**src/rtl/pipeline_arbiter_if.sv**
```systemverilog
// rtl/pipeline_arbiter_if.sv - requester/sink handshake bundle for pipeline_arbiter
// master = requesters plus downstream consumer, slave = arbiter.
interface pipeline_arbiter_if #(
  parameter int N     = 4,
  parameter int WIDTH = 32
);
  localparam int ID_W = $clog2(N);

  logic [N*WIDTH-1:0] src_data;
  logic [N-1:0]       src_valid;
  logic [N-1:0]       src_ready;
  logic [WIDTH-1:0]   sink_data;
  logic               sink_valid;
  logic               sink_ready;
  logic [ID_W-1:0]    sink_id;
  logic               grant_active;
  logic [ID_W-1:0]    grant_id;

  modport master (
    output src_data, src_valid, sink_ready,
    input  src_ready, sink_data, sink_valid, sink_id, grant_active, grant_id
  );

  modport slave (
    input  src_data, src_valid, sink_ready,
    output src_ready, sink_data, sink_valid, sink_id, grant_active, grant_id
  );
endinterface

```
**src/rtl/pipeline_arbiter.sv**
```systemverilog
// rtl/pipeline_arbiter.sv - round-robin burst arbiter merging N valid/ready streams
// into one registered valid/ready sink.
module pipeline_arbiter #(
  parameter int N         = 4,
  parameter int WIDTH     = 32,
  parameter int MAX_BURST = 4
) (
  input  logic              clk,
  input  logic              reset,
  pipeline_arbiter_if.slave bus
);
  localparam int ID_W  = $clog2(N);
  localparam int CNT_W = $clog2(MAX_BURST + 1);

  typedef enum logic {IDLE = 1'b0, GRANT = 1'b1} state_t;

  state_t           state, state_next;
  logic [ID_W-1:0]  ptr;
  logic [ID_W-1:0]  grant_id;
  logic [ID_W-1:0]  pick_id;
  logic [ID_W-1:0]  grant_succ;
  logic [CNT_W-1:0] burst_cnt;
  logic             pick_found;
  logic             load_en;
  logic             xfer;
  logic             last_beat;
  logic             release_grant;
  logic [WIDTH-1:0] sink_data_q;
  logic             sink_valid_q;
  logic [ID_W-1:0]  sink_id_q;

  assign load_en       = !sink_valid_q || bus.sink_ready;
  assign xfer          = (state == GRANT) && load_en && bus.src_valid[grant_id];
  assign last_beat     = xfer && (burst_cnt == CNT_W'(MAX_BURST - 1));
  assign release_grant = (state == GRANT) && load_en && (!bus.src_valid[grant_id] || last_beat);
  assign grant_succ    = (grant_id == ID_W'(N - 1)) ? '0 : grant_id + ID_W'(1);

  // First valid requester at or after ptr, wrapping past N-1.
  always_comb begin
    int j;
    logic [ID_W-1:0] jj;
    j          = 0;
    jj         = '0;
    pick_found = 1'b0;
    pick_id    = ptr;
    for (int k = 0; k < N; k++) begin
      j = int'(ptr) + k;
      if (j >= N) j = j - N;
      jj = ID_W'(j);
      if (!pick_found && bus.src_valid[jj]) begin
        pick_found = 1'b1;
        pick_id    = jj;
      end
    end
  end

  always_ff @(posedge clk or negedge reset) begin
    if (!reset) state <= IDLE;
    else        state <= state_next;
  end

  always_comb begin
    state_next = state;
    case (state)
      IDLE:    if (pick_found) state_next = GRANT;
      GRANT:   if (release_grant) state_next = IDLE;
      default: state_next = IDLE;
    endcase
  end

  always_ff @(posedge clk or negedge reset) begin
    if (!reset) begin
      ptr       <= '0;
      grant_id  <= '0;
      burst_cnt <= '0;
    end else begin
      if (state == IDLE && pick_found) begin
        grant_id  <= pick_id;
        burst_cnt <= '0;
      end else if (xfer) begin
        burst_cnt <= burst_cnt + CNT_W'(1);
      end
      if (release_grant) ptr <= grant_succ;
    end
  end

  // Output word is held whenever the sink stalls a valid word.
  always_ff @(posedge clk or negedge reset) begin
    if (!reset) begin
      sink_data_q  <= '0;
      sink_valid_q <= 1'b0;
      sink_id_q    <= '0;
    end else if (load_en) begin
      if (xfer) begin
        sink_data_q  <= bus.src_data[int'(grant_id)*WIDTH +: WIDTH];
        sink_id_q    <= grant_id;
        sink_valid_q <= 1'b1;
      end else begin
        sink_valid_q <= 1'b0;
      end
    end
  end

  always_comb begin
    bus.src_ready = '0;
    if (state == GRANT) bus.src_ready[grant_id] = load_en;
    bus.grant_active = (state == GRANT);
  end

  assign bus.grant_id   = grant_id;
  assign bus.sink_data  = sink_data_q;
  assign bus.sink_valid = sink_valid_q;
  assign bus.sink_id    = sink_id_q;
endmodule

```
**src/flat_wrapper.sv**
```systemverilog
// flat-port wrapper written by rule: the top's interface ports become plain ports
module pipeline_arbiter_flat 
#(
  parameter int N         = 4,
  parameter int WIDTH     = 32,
  parameter int MAX_BURST = 4
)
  (clk, reset, bus_src_data, bus_src_valid, bus_sink_ready, bus_src_ready, bus_sink_data, bus_sink_valid, bus_sink_id, bus_grant_active, bus_grant_id);
  pipeline_arbiter_if #(.N(N), .WIDTH(WIDTH)) bus_i ();
  input  logic clk;
  input  logic reset;
  input wire logic [$bits(bus_i.src_data)-1:0] bus_src_data;
  input wire logic [$bits(bus_i.src_valid)-1:0] bus_src_valid;
  input wire logic [$bits(bus_i.sink_ready)-1:0] bus_sink_ready;
  output wire logic [$bits(bus_i.src_ready)-1:0] bus_src_ready;
  output wire logic [$bits(bus_i.sink_data)-1:0] bus_sink_data;
  output wire logic [$bits(bus_i.sink_valid)-1:0] bus_sink_valid;
  output wire logic [$bits(bus_i.sink_id)-1:0] bus_sink_id;
  output wire logic [$bits(bus_i.grant_active)-1:0] bus_grant_active;
  output wire logic [$bits(bus_i.grant_id)-1:0] bus_grant_id;
  assign bus_i.src_data = bus_src_data;
  assign bus_i.src_valid = bus_src_valid;
  assign bus_i.sink_ready = bus_sink_ready;
  assign bus_src_ready = bus_i.src_ready;
  assign bus_sink_data = bus_i.sink_data;
  assign bus_sink_valid = bus_i.sink_valid;
  assign bus_sink_id = bus_i.sink_id;
  assign bus_grant_active = bus_i.grant_active;
  assign bus_grant_id = bus_i.grant_id;
  pipeline_arbiter #(.N(N), .WIDTH(WIDTH), .MAX_BURST(MAX_BURST)) u_core (.clk(clk), .reset(reset), .bus(bus_i));
endmodule
```
**config.mk**
```make
export PLATFORM = sky130hd
export DESIGN_NAME = pipeline_arbiter_flat
export DESIGN_NICKNAME = d
export VERILOG_FILES = /design/src/rtl/pipeline_arbiter_if.sv /design/src/rtl/pipeline_arbiter.sv /design/src/flat_wrapper.sv
export SDC_FILE = /design/constraint.sdc
export NUM_CORES = 1
export LEC_CHECK = 0
export CAP_MARGIN = 15
export CORE_MARGIN = 2
export CORE_UTILIZATION = 40
export DETAILED_ROUTE_END_ITERATION = 6
export MAX_ROUTING_LAYER = met4
export PLACE_DENSITY = 0.91
export SYNTH_ARGS = -nofsm -noshare
export SYNTH_HDL_FRONTEND = slang
export SYNTH_SLANG_ARGS = --single-unit
```
**constraint.sdc**
```tcl
create_clock -name clk -period 5.4 [get_ports clk]
set_input_delay 1.35 -clock clk [delete_from_list [all_inputs] [get_ports clk]]
set_output_delay 1.35 -clock clk [all_outputs]
set_load 0.02 [all_outputs]
```
# == Word-level counts from Yosys, hierarchy flattened ==
# Cells that the tools add are included.
# op_classes
addsub,9
eq_ne,2
shift,1
order_cmp,10
n_reduce_logical,18
mux,32
bitwise_logic,2
# ops
cell,n
128-bit by 8-bit indexed part select with 32-bit output,1
2-bit two-way mux,9
2-bit by 3-bit < comparator with 1-bit output (second input constant),5
1-bit two-way mux,13
1-bit binary-select mux with 2-bit select,5
3-bit >= comparator (second input constant),3
1-bit logical AND,9
2-bit by 1-bit subtractor with 2-bit output (second input constant),4
2-bit by 2-bit adder with 3-bit output (second input constant),2
3-bit two-way mux,2
1-bit logical NOT,5
4-bit AND,1
4-bit two-way mux,1
2-bit by 1-bit adder with 3-bit output (second input constant),1
3-bit by 1-bit adder with 3-bit output (second input constant),1
3-bit by 2-bit equality test with 1-bit output (second input constant),1
2-bit by 3-bit >= comparator with 1-bit output (second input constant),1
2-bit by 1-bit adder with 2-bit output (second input constant),1
1-bit demux with 2-bit select,1
2-bit equality test (second input constant),1
2-bit by 1-bit >= comparator with 1-bit output (second input constant),1
1-bit logical OR,2
1-bit case mux with 2 select lines,1
2-bit AND reduction,1
other kinds (2),2
# totals
word_cells,81
out_inout_bits,42
reg_bits,43

# == Longest topological paths before layout ==
# Gate-level depths: netlist of run 1.
# logic_depth
depth_word,16
ltp_mapped,6
mapped_depth_nobuf,5

# == Least setup slack after synthesis of run 1 ==
# Ideal clock, no wire load.
# synth_path
kind,input to output
from,input port bus_sink_ready
to,output port bus_src_ready[0]
required_ps,4050
path_slack_ps,2198
stages,2
t_arrival_ps,1852
cell_sequence,nand2b_1 > and3_1
# synth_via
elab_chain_len,3
# synth_lines
element,line,text
start: declaration,flat_wrapper.sv:14,input wire logic [$bits(bus_i.sink_ready)-1:0] bus_sink_ready;
1-bit logical OR,pipeline_arbiter.sv:32,assign load_en = !sink_valid_q || bus.sink_ready;
4-bit AND (no line),-,
4-bit two-way mux,pipeline_arbiter.sv:106,if (state == GRANT) bus.src_ready[grant_id] = load_en;
end: declaration,flat_wrapper.sv:15,output wire logic [$bits(bus_i.src_ready)-1:0] bus_src_ready;
# No other way between the ends.

# == Worst setup path in the final report of run 1 ==
# Same ends and word-level chain as after synthesis.

==> results of run 1 <==
==> tightest hold or removal path: cells and delay by family (launching register included) <==
kind	cells	cell delay [ns]
compound gates	1	0.06
simple gates	1	0.05
flops	1	0.36
==> final cells by class <==
class	instances	area share
timing repair buffer	178	0.379
sequential	43	0.230
clock buffer	7	0.0163
clock inverter	1	0.00642
tap	96	0.0257
multi-input combinational	117	0.336
inverter	8	0.00642
==> layout by cell type (no fill, tap or decap), types with 4 or more instances in the layout <==
cell,synthesis,layout
clkbuf_8,0,5
inv_1,8,8
dfrtp_1,43,42
and3_1,4,4
clkdlybuf4s50_1,0,175
mux2_2,6,6
nand2_1,7,7
ha_1,6,6
a21oi_1,6,6
mux2_4,29,29
mux4_2,33,33
o21ai_0,7,7
==> cells in the mapped netlist (2+ instances only) <==
library cell and count:
dfrtp_1 43, mux4_2 33, mux2_4 29, inv_1 8, nand2_1 7, o21ai_0 7, a21oi_1 6, ha_1 6
mux2_2 6, clkbuf_1 5, and3_1 4, buf_2 4, buf_12 3, nand3_1 3, nor2b_1 3, nor2_1 2
==> worst paths after layout <==
path,depth (start not counted),start,end
worst min-delay path,2,u_core.bus.sink_id[0],u_core.bus.sink_id[0]
worst min register to register,2,u_core.bus.sink_id[0],u_core.bus.sink_id[0]
worst max register to register,4,u_core.bus.grant_id[0],u_core.bus.sink_data[31]
worst max-delay path,4,bus_sink_ready,bus_src_ready[0]
min in group asynchronous,1,reset,u_core.bus.sink_data[24]
max in group asynchronous,1,reset,u_core.bus.grant_id[0]
==> through the flow <==
stage / std cells / hold WS [ns]
5_1_grt: 450 / 0.532
3_5_place_dp: 442 / 0.482
2_1_floorplan: 183 / 0.464
3_3_place_gp: 442 / 0.464
6_report: 450 / 0.495
4_1_cts: 450 / 0.501
==> routing by layer <==
layer	up-vias	wire [um]
li1	1044	-
met4	0	66
met2	88	4250
met3	4	455
met5	-	0
met1	1127	2820
==> report_power, final <==
| group | internal (mW) | switching [mW] |
|---|---|---|
| Clock | 0.138 | 0.102 |
| Sequential | 0.490 | 0.150 |
| Combinational | 0.900 | 0.607 |
| Total | 1.53 | 0.859 |
==> kinds of logic after synthesis <==
family          synth area share
compound gates            0.0375
fa+ha+maj                 0.0268
buf+inv                   0.0541
flops                      0.384
mux                        0.445
simple gates              0.0523
==> sequential cells by signal, indices dropped and copies added (netlist names) <==
register                 count
u_core.bus.grant_active      1
u_core.ptr                   2
u_core.bus.grant_id          2
u_core.bus.sink_data        32
u_core.burst_cnt             3
u_core.bus.sink_id           2
u_core.bus.sink_valid        1
==> results.md, run 1 <==
- Clock transition at path regs: 0.08 ns
- Pin count of the biggest net entering global routing: 44
- Worst Max-Slew Pin Slew: 0.951 ns
- Share of the synthesized area in the top cell type: 0.384
- Synth area leaders: dfrtp_1 (38%), mux4_2 (27%), mux2_4 (16%), ha_1 (2.7%), mux2_2 (2.4%)
- Static leakage: 1.91 nW
- Tmin final: 4.19 ns
- Util after Layout: 0.689
- Total CTS buffers: 5
- N_diodes: 0
- Final Setup Violations: 0
- I/O pin count: 177
- Fraction of layout cells with a size suffix above 1: 0.229
- Cell variety after synth: 30
- Placer Congestion: 0.726
- DR DRC count: 0
- FILL cells: 507
- Largest stage delay, worst path: 0.61 ns
- Final #Nets: 494
- Setup crit end kind: primary output
- Slew Limit Fails: 0
- Critical path cell sequence: clkdlybuf4s50_1 -> nand2b_1 -> and3_1 -> clkdlybuf4s50_1
- RSZ-0062 raised after global routing: no
- Initial antenna violation count: 0
- Core area: 0.00679 mm2
- Post-synthesis register bit count: 43
- Final Cell Area: 0.00468 mm2
- DP HPWL: 6020 um
- Vias: 2263
- TritonCTS clock tree: yes
- Grt total ovfl: 0
- Status: complete, no violations
- Setup WS pre-CTS: 1.23 ns
- Yosys warning count: 0
- Port bufs: 176
- Final WS setup: 1.21 ns
- WL/cell: 16.9 um
- Critical path data arrival time: 2.84 ns
- Die X: 87.7 um
- Number of synthesized flops with an enable pin: 0
- Met2 Use GR: 0.373
- Max Buffers Root-to-Sink: 2
- Top cell type by total area after synthesis: dfrtp_1
- Worst reg2reg setup slack: 2.40 ns
- Die Y: 87.7 um
- Root Driver: clkbuf_8
- Normalized max-slew margin: 0.366
- Layer with the highest usage: met2
- Number of DRC markers in iteration 0: 29
- Crit Path Max Fanout: 7
- Post-CTS setup buffers: 0
- Tot GR Track Use: 0.200
- Clock sinks: 43
- Multi-input logic area: 0.00157 mm2
- Clk_skew: 0.00863 ns
- Cell family with most CP delay: buffers and inverters
- Max frequency: 239 MHz
- Total power: 2.39 mW
- Sequential cell area fraction in the yosys report: 0.384
- Most used flip-flop cell after synthesis: dfrtp_1
- Hold buffers post-CTS: 0
- Global routing usage on met3: 0.0349
- Most frequent CP cell: clkdlybuf4s50_1
- First-pass GRT wire length: 11500 um
- Post-Syn Area: 0.00280 mm2
- Register area: 0.00108 mm2
- DRT antenna net count: 0
- Critical path startpoint category: primary input
- Cell Area, Placed: 0.00457 mm2
- CTS resizes: 0
- Max-cap violations: 0
- Skew-Pair Late Insertion Delay: 0.29 ns
- Syn avg cell area: 15.3 um2
- Syn Nets: 324
- M1 GR Usage: 0.219
- PwrDens: 510 mW/mm2
- Syn Inst Count: 183
- Final Cycle Share: 0.775
- Ys async rst share: 1.00
- FP Rows: 30
- Vias in the first global route: 2438
- DR vias/cell: 5.03
- DRT Wirelength: 7590 um
- Die area: 0.00769 mm2
- Drt pass-1 iters: 4
- Crit path buffers/inverters: 2
- Min-delay worst type: register to register
- Starting Density: 0.412
- Critical Setup Path Class: primary input to primary output
- Critical-path top delay cell: clkdlybuf4s50_1
- Fin. Hold Viols: 0
- Fin Setup TNS: 0 ns
- Htree depth: 2
- Worst path required time: 4.05 ns
- Worst vdd ir: 217 uV
- Layout Area Growth over Synthesis: 67.1%
(Power assumes the default switching activity.)
==> run 2, diff against run 1 <==
Settings changed: CORE_UTILIZATION 40 to 37, PLACE_DENSITY 0.91 to 0.85.
Clock period 5.4 ns to 4 ns, I/O delays scaled along.
==> run 2 against run 1 <==
Against the previous run: utilization shrank 4.7 points; sequential share of layout area is essentially flat; die area grew 7.7%.
==> results.md, run 2 (synthesis gave the netlist of run 1 again) <==
- Status: complete, no violations
- CTS resizes: 0
- Clock transition at path regs: 0.08 ns
- Total CTS buffers: 5
- Die area: 0.00828 mm2
- RSZ-0062 raised after global routing: no
- Most frequent cells in the layout: clkdlybuf4s50_1 (175), dfrtp_1 (41), mux4_2 (33)
- CP Capture Point: bus_src_ready[3]
- Htree depth: 2
- Final Cell Area: 0.00468 mm2
- Min-delay worst type: register to register
- Final Setup Violations: 0
- Final WS setup: 0.499 ns
- Fin Setup TNS: 0 ns
- Placer Congestion: 0.692
- DP HPWL: 6210 um
- Setup crit start: bus_sink_ready
- FP Rows: 31
- Pin count of the biggest net entering global routing: 44
- I/O pin count: 177
- Hold buffers post-CTS: 0
- Vias in the first global route: 2497
- DRT antenna net count: 0
- Worst vdd ir: 272 uV
- N_diodes: 0
- Tmin final: 3.50 ns
- Cell Area, Placed: 0.00458 mm2
- Final Instance Count excl. Fillers: 453
- Normalized max-slew margin: 0.352
- Critical path cell sequence: clkdlybuf4s50_1 -> nand2b_1 -> and3_1 -> clkdlybuf4s50_1
- Port bufs: 176
- PwrDens: 685 mW/mm2
- Skew-Pair Late Insertion Delay: 0.29 ns
- Worst R2R Start: u_core.bus.grant_id[0]
- Root Driver: clkbuf_8
- Max-cap violations: 0
- Fin. Hold Viols: 0
- Worst reg2reg setup slack: 1.20 ns
- Commonest non-fill, non-tap cell in the layout: clkdlybuf4s50_1
- Tot GR Track Use: 0.201
- Starting Density: 0.384
- Post-CTS setup buffers: 0
- WL/cell: 17.7 um
- Crit Path Max Fanout: 7
- Worst Reg2Reg Path Length in Cells: 4
- Most frequent CP cell: clkdlybuf4s50_1
- Drt pass-1 iters: 4
- DR vias/cell: 5.08
- Initial antenna violation count: 0
- Core area: 0.00729 mm2
- Fraction of layout cells with a size suffix above 1: 0.234
- First-pass GRT wire length: 12600 um
- FILL cells: 570
- Setup WS pre-CTS: 0.497 ns
- Clock sinks: 43
- Largest stage delay, worst path: 0.61 ns
- Final Cycle Share: 0.875
- Worst Max-Slew Pin Slew: 0.972 ns
- Number of DRC markers in iteration 0: 32
- Die X: 91.0 um
- Critical-path top delay cell: clkdlybuf4s50_1
- Static leakage: 1.91 nW
- Grt total ovfl: 0
- Max Buffers Root-to-Sink: 2
- Setup crit end kind: primary output
- Placed Cells: 445
- Critical path startpoint category: primary input
- Die Y: 91.0 um
- Smallest hold slack: 0.501 ns
- DRT Wirelength: 8000 um
- Slew Limit Fails: 0
- DR DRC count: 0
- Final #Nets: 494
- Critical path data arrival time: 2.50 ns
- TritonCTS clock tree: yes
- Layout Area Growth over Synthesis: 67.0%
- Critical Setup Path Class: primary input to primary output
- Worst path required time: 3.00 ns
- Clk_skew: 0.00540 ns
- Max frequency: 286 MHz
- Max reg flops: 32
- R2r endpoint: u_core.bus.sink_data[26]
- Vias: 2300
==> run 2: layout make-up <==
cell class                 count  area (um2)  area share
sequential                    43        1080       0.231
inverter                       8        30.0     0.00642
clock buffer                   8         100      0.0214
timing repair buffer         178        1770       0.379
multi-input combinational    117        1570       0.336
tap                           99         124      0.0265
==> run 2: where the power goes <==
part,switching [mW],total [mW],internal [mW]
Combinational,0.847,2.06,1.22
Clock,0.148,0.306,0.158
Sequential,0.171,0.834,0.663
Total,1.17,3.20,2.04
==> run 2: worst max-delay path: cells and delay by family <==
kind / cells / cell delay, ns
buf+inv: 2 / 1.06
simple gates: 2 / 0.44
==> run 2: per-stage QoR <==
step / power [mW] / utilization
after global placement: 2.87 / 0.628
after floorplan: 2.24 / -
final: 3.20 / 0.641
after CTS: 3.25 / 0.641
after global routing: 3.40 / 0.641
after detailed placement: 2.93 / 0.628
==> run 2: routing by layer <==
| metal | routed length, um | share of wire | global-route usage |
|---|---|---|---|
| met2 | 4370 | 0.55 | 0.366 |
| met4 | 156 | 0.020 | 0.0606 |
| met3 | 479 | 0.060 | 0.0382 |
| met5 | 0 | 0 | - |
| met1 | 2990 | 0.37 | 0.222 |
==> run 2: how the worst min path moves through the flow <==
stage                     depth (start not counted)                       end                     start
after floorplan                                   1       u_core.burst_cnt[0]       u_core.burst_cnt[0]
final                                             1       u_core.burst_cnt[0]       u_core.burst_cnt[0]
after global routing                              1  u_core.bus.sink_data[31]  u_core.bus.sink_data[31]
after global placement                            2     u_core.bus.sink_id[0]     u_core.bus.sink_id[0]
after detailed placement                          1  u_core.bus.sink_data[31]  u_core.bus.sink_data[31]
after CTS                                         1       u_core.burst_cnt[0]       u_core.burst_cnt[0]
==> run 3, diff against run 2 <==
Settings changed: SLEW_MARGIN set to 20.
==> run 3 against run 2 <==
Against the previous run: sequential cell count is the same; combinational power is essentially flat; setup slack gained 0.0017 ns; power is essentially flat; clock skew is essentially flat; count of clock-buffer cells in the layout is the same; first-iteration DRC count is the same; maximum frequency is essentially flat.
==> results.md, run 3 (synthesis gave the netlist of run 1 again) <==
- PwrDens: 684 mW/mm2
- Total power: 3.20 mW
- Clock sinks: 43
- Setup WS pre-CTS: 0.497 ns
- Critical path startpoint category: primary input
- I/O pin count: 177
- Worst Max-Slew Pin Slew: 0.745 ns
- Util after Layout: 0.642
- Hold buffers post-CTS: 0
- FILL cells: 571
- DR DRC count: 0
- DP HPWL: 6210 um
- Worst Reg2Reg Path Length in Cells: 4
- Htree depth: 2
- Die area: 0.00828 mm2
- CTS resizes: 0
- Final WS setup: 0.501 ns
- Status: complete, no violations
- Slew Limit Fails: 0
- Starting Density: 0.384
- Multi-input logic area: 0.00157 mm2
- Logic pwr share: 0.644
- First-pass GRT wire length: 12600 um
- Fraction of layout cells with a size suffix above 1: 0.234
- Sw Share: 0.364
- Pin count of the biggest net entering global routing: 44
- Smallest hold slack: 0.501 ns
- Total CTS buffers: 5
- Final Setup Violations: 0
- Root Driver: clkbuf_8
- Drt pass-1 iters: 4
- Placer Congestion: 0.692
- Max frequency: 286 MHz
- Clk_skew: 0.00539 ns
- Number of DRC markers in iteration 0: 32
- Die X: 91.0 um
- Max Buffers Root-to-Sink: 2
- RSZ-0062 raised after global routing: no
- Fin. Hold Viols: 0
- Psw: 1.17 mW
- Fin Setup TNS: 0 ns
- Most frequent cells in the layout: clkdlybuf4s50_1 (175), dfrtp_1 (41), mux4_2 (33)
- Core area: 0.00729 mm2
- Min-delay worst type: register to register
- Clock transition at path regs: 0.08 ns
- Static leakage: 1.91 nW
- Worst path required time: 3.00 ns
- Grt total ovfl: 0
- Critical Setup Path Class: primary input to primary output
- Tot GR Track Use: 0.201
- P_int: 2.04 mW
- Final Cycle Share: 0.875
- Worst vdd ir: 272 uV
- Vias in the first global route: 2497
- Crit Path Max Fanout: 7
- Clk network pwr share: 0.096
- DRT Wirelength: 7990 um
- DR vias/cell: 5.07
- DRT antenna net count: 0
- N_diodes: 0
- Register area: 0.00108 mm2
- Critical path data arrival time: 2.50 ns
- FP Rows: 31
- Initial antenna violation count: 0
- Vias: 2298
- Flop pwr share: 0.260
- Die Y: 91.0 um
- Commonest non-fill, non-tap cell in the layout: clkdlybuf4s50_1
- Skew-Pair Late Insertion Delay: 0.29 ns
- Post-CTS setup buffers: 0
- Max-cap violations: 0
- TritonCTS clock tree: yes
- Tmin final: 3.50 ns
- Port bufs: 176
- Worst hold stages: 1
- Layout Area Growth over Synthesis: 67.1%
- WL/cell: 17.6 um
- Normalized max-slew margin: 0.504
- Setup crit end kind: primary output
- Final #Nets: 494
- Max reg flops: 32
run 3: per-stage QoR:
step | instances | area (um2)
3_3_place_gp | 445 | 4580
3_5_place_dp | 445 | 4580
5_1_grt | 453 | 4680
2_1_floorplan | 183 | 2800
6_report | 453 | 4680
4_1_cts | 453 | 4680
run 3: critical path: stages:
cell	delay [ns]
clkdlybuf4s50_1	0.45
nand2b_1	0.25
and3_1	0.19
clkdlybuf4s50_1	0.61
run 3: power groups by stage:
stage               Combinational (mW)  Clock (mW)  Sequential, mW
global route                      2.20       0.330           0.874
CTS                               2.09       0.314           0.839
global placement                  2.04           0           0.831
finish                            2.06       0.306           0.834
detailed placement                2.09           0           0.845
floorplan                         1.21           0            1.03
run 3: final timing paths:
path	startpoint	slack, ns	to
setup / recovery	bus_sink_ready	0.50	bus_src_ready[3]
hold / removal	u_core.burst_cnt[0]	0.50	u_core.burst_cnt[0]
setup reg to reg	u_core.bus.grant_id[0]	1.20	u_core.bus.sink_data[26]
hold reg to reg	u_core.burst_cnt[0]	0.50	u_core.burst_cnt[0]
max in group asynchronous	reset	2.91	u_core.bus.grant_id[1]
min in group asynchronous	reset	0.69	u_core.bus.sink_valid
run 3: layout make-up:
class / count / share of cell area
Multi-Input combinational cell: 117 / 0.336
Sequential cell: 43 / 0.230
Tap cell: 99 / 0.0265
Clock buffer: 8 / 0.0214
Inverter: 8 / 0.00642
Timing Repair Buffer: 178 / 0.379
run 3: per-layer routing:
layer | routed length [um] | vias up | track usage
met2 | 4360 | 100 | 0.366
met1 | 2990 | 1137 | 0.222
met3 | 479 | 11 | 0.0382
met4 | 156 | 0 | 0.0606
met5 | 0 | - | -
li1 | - | 1050 | -
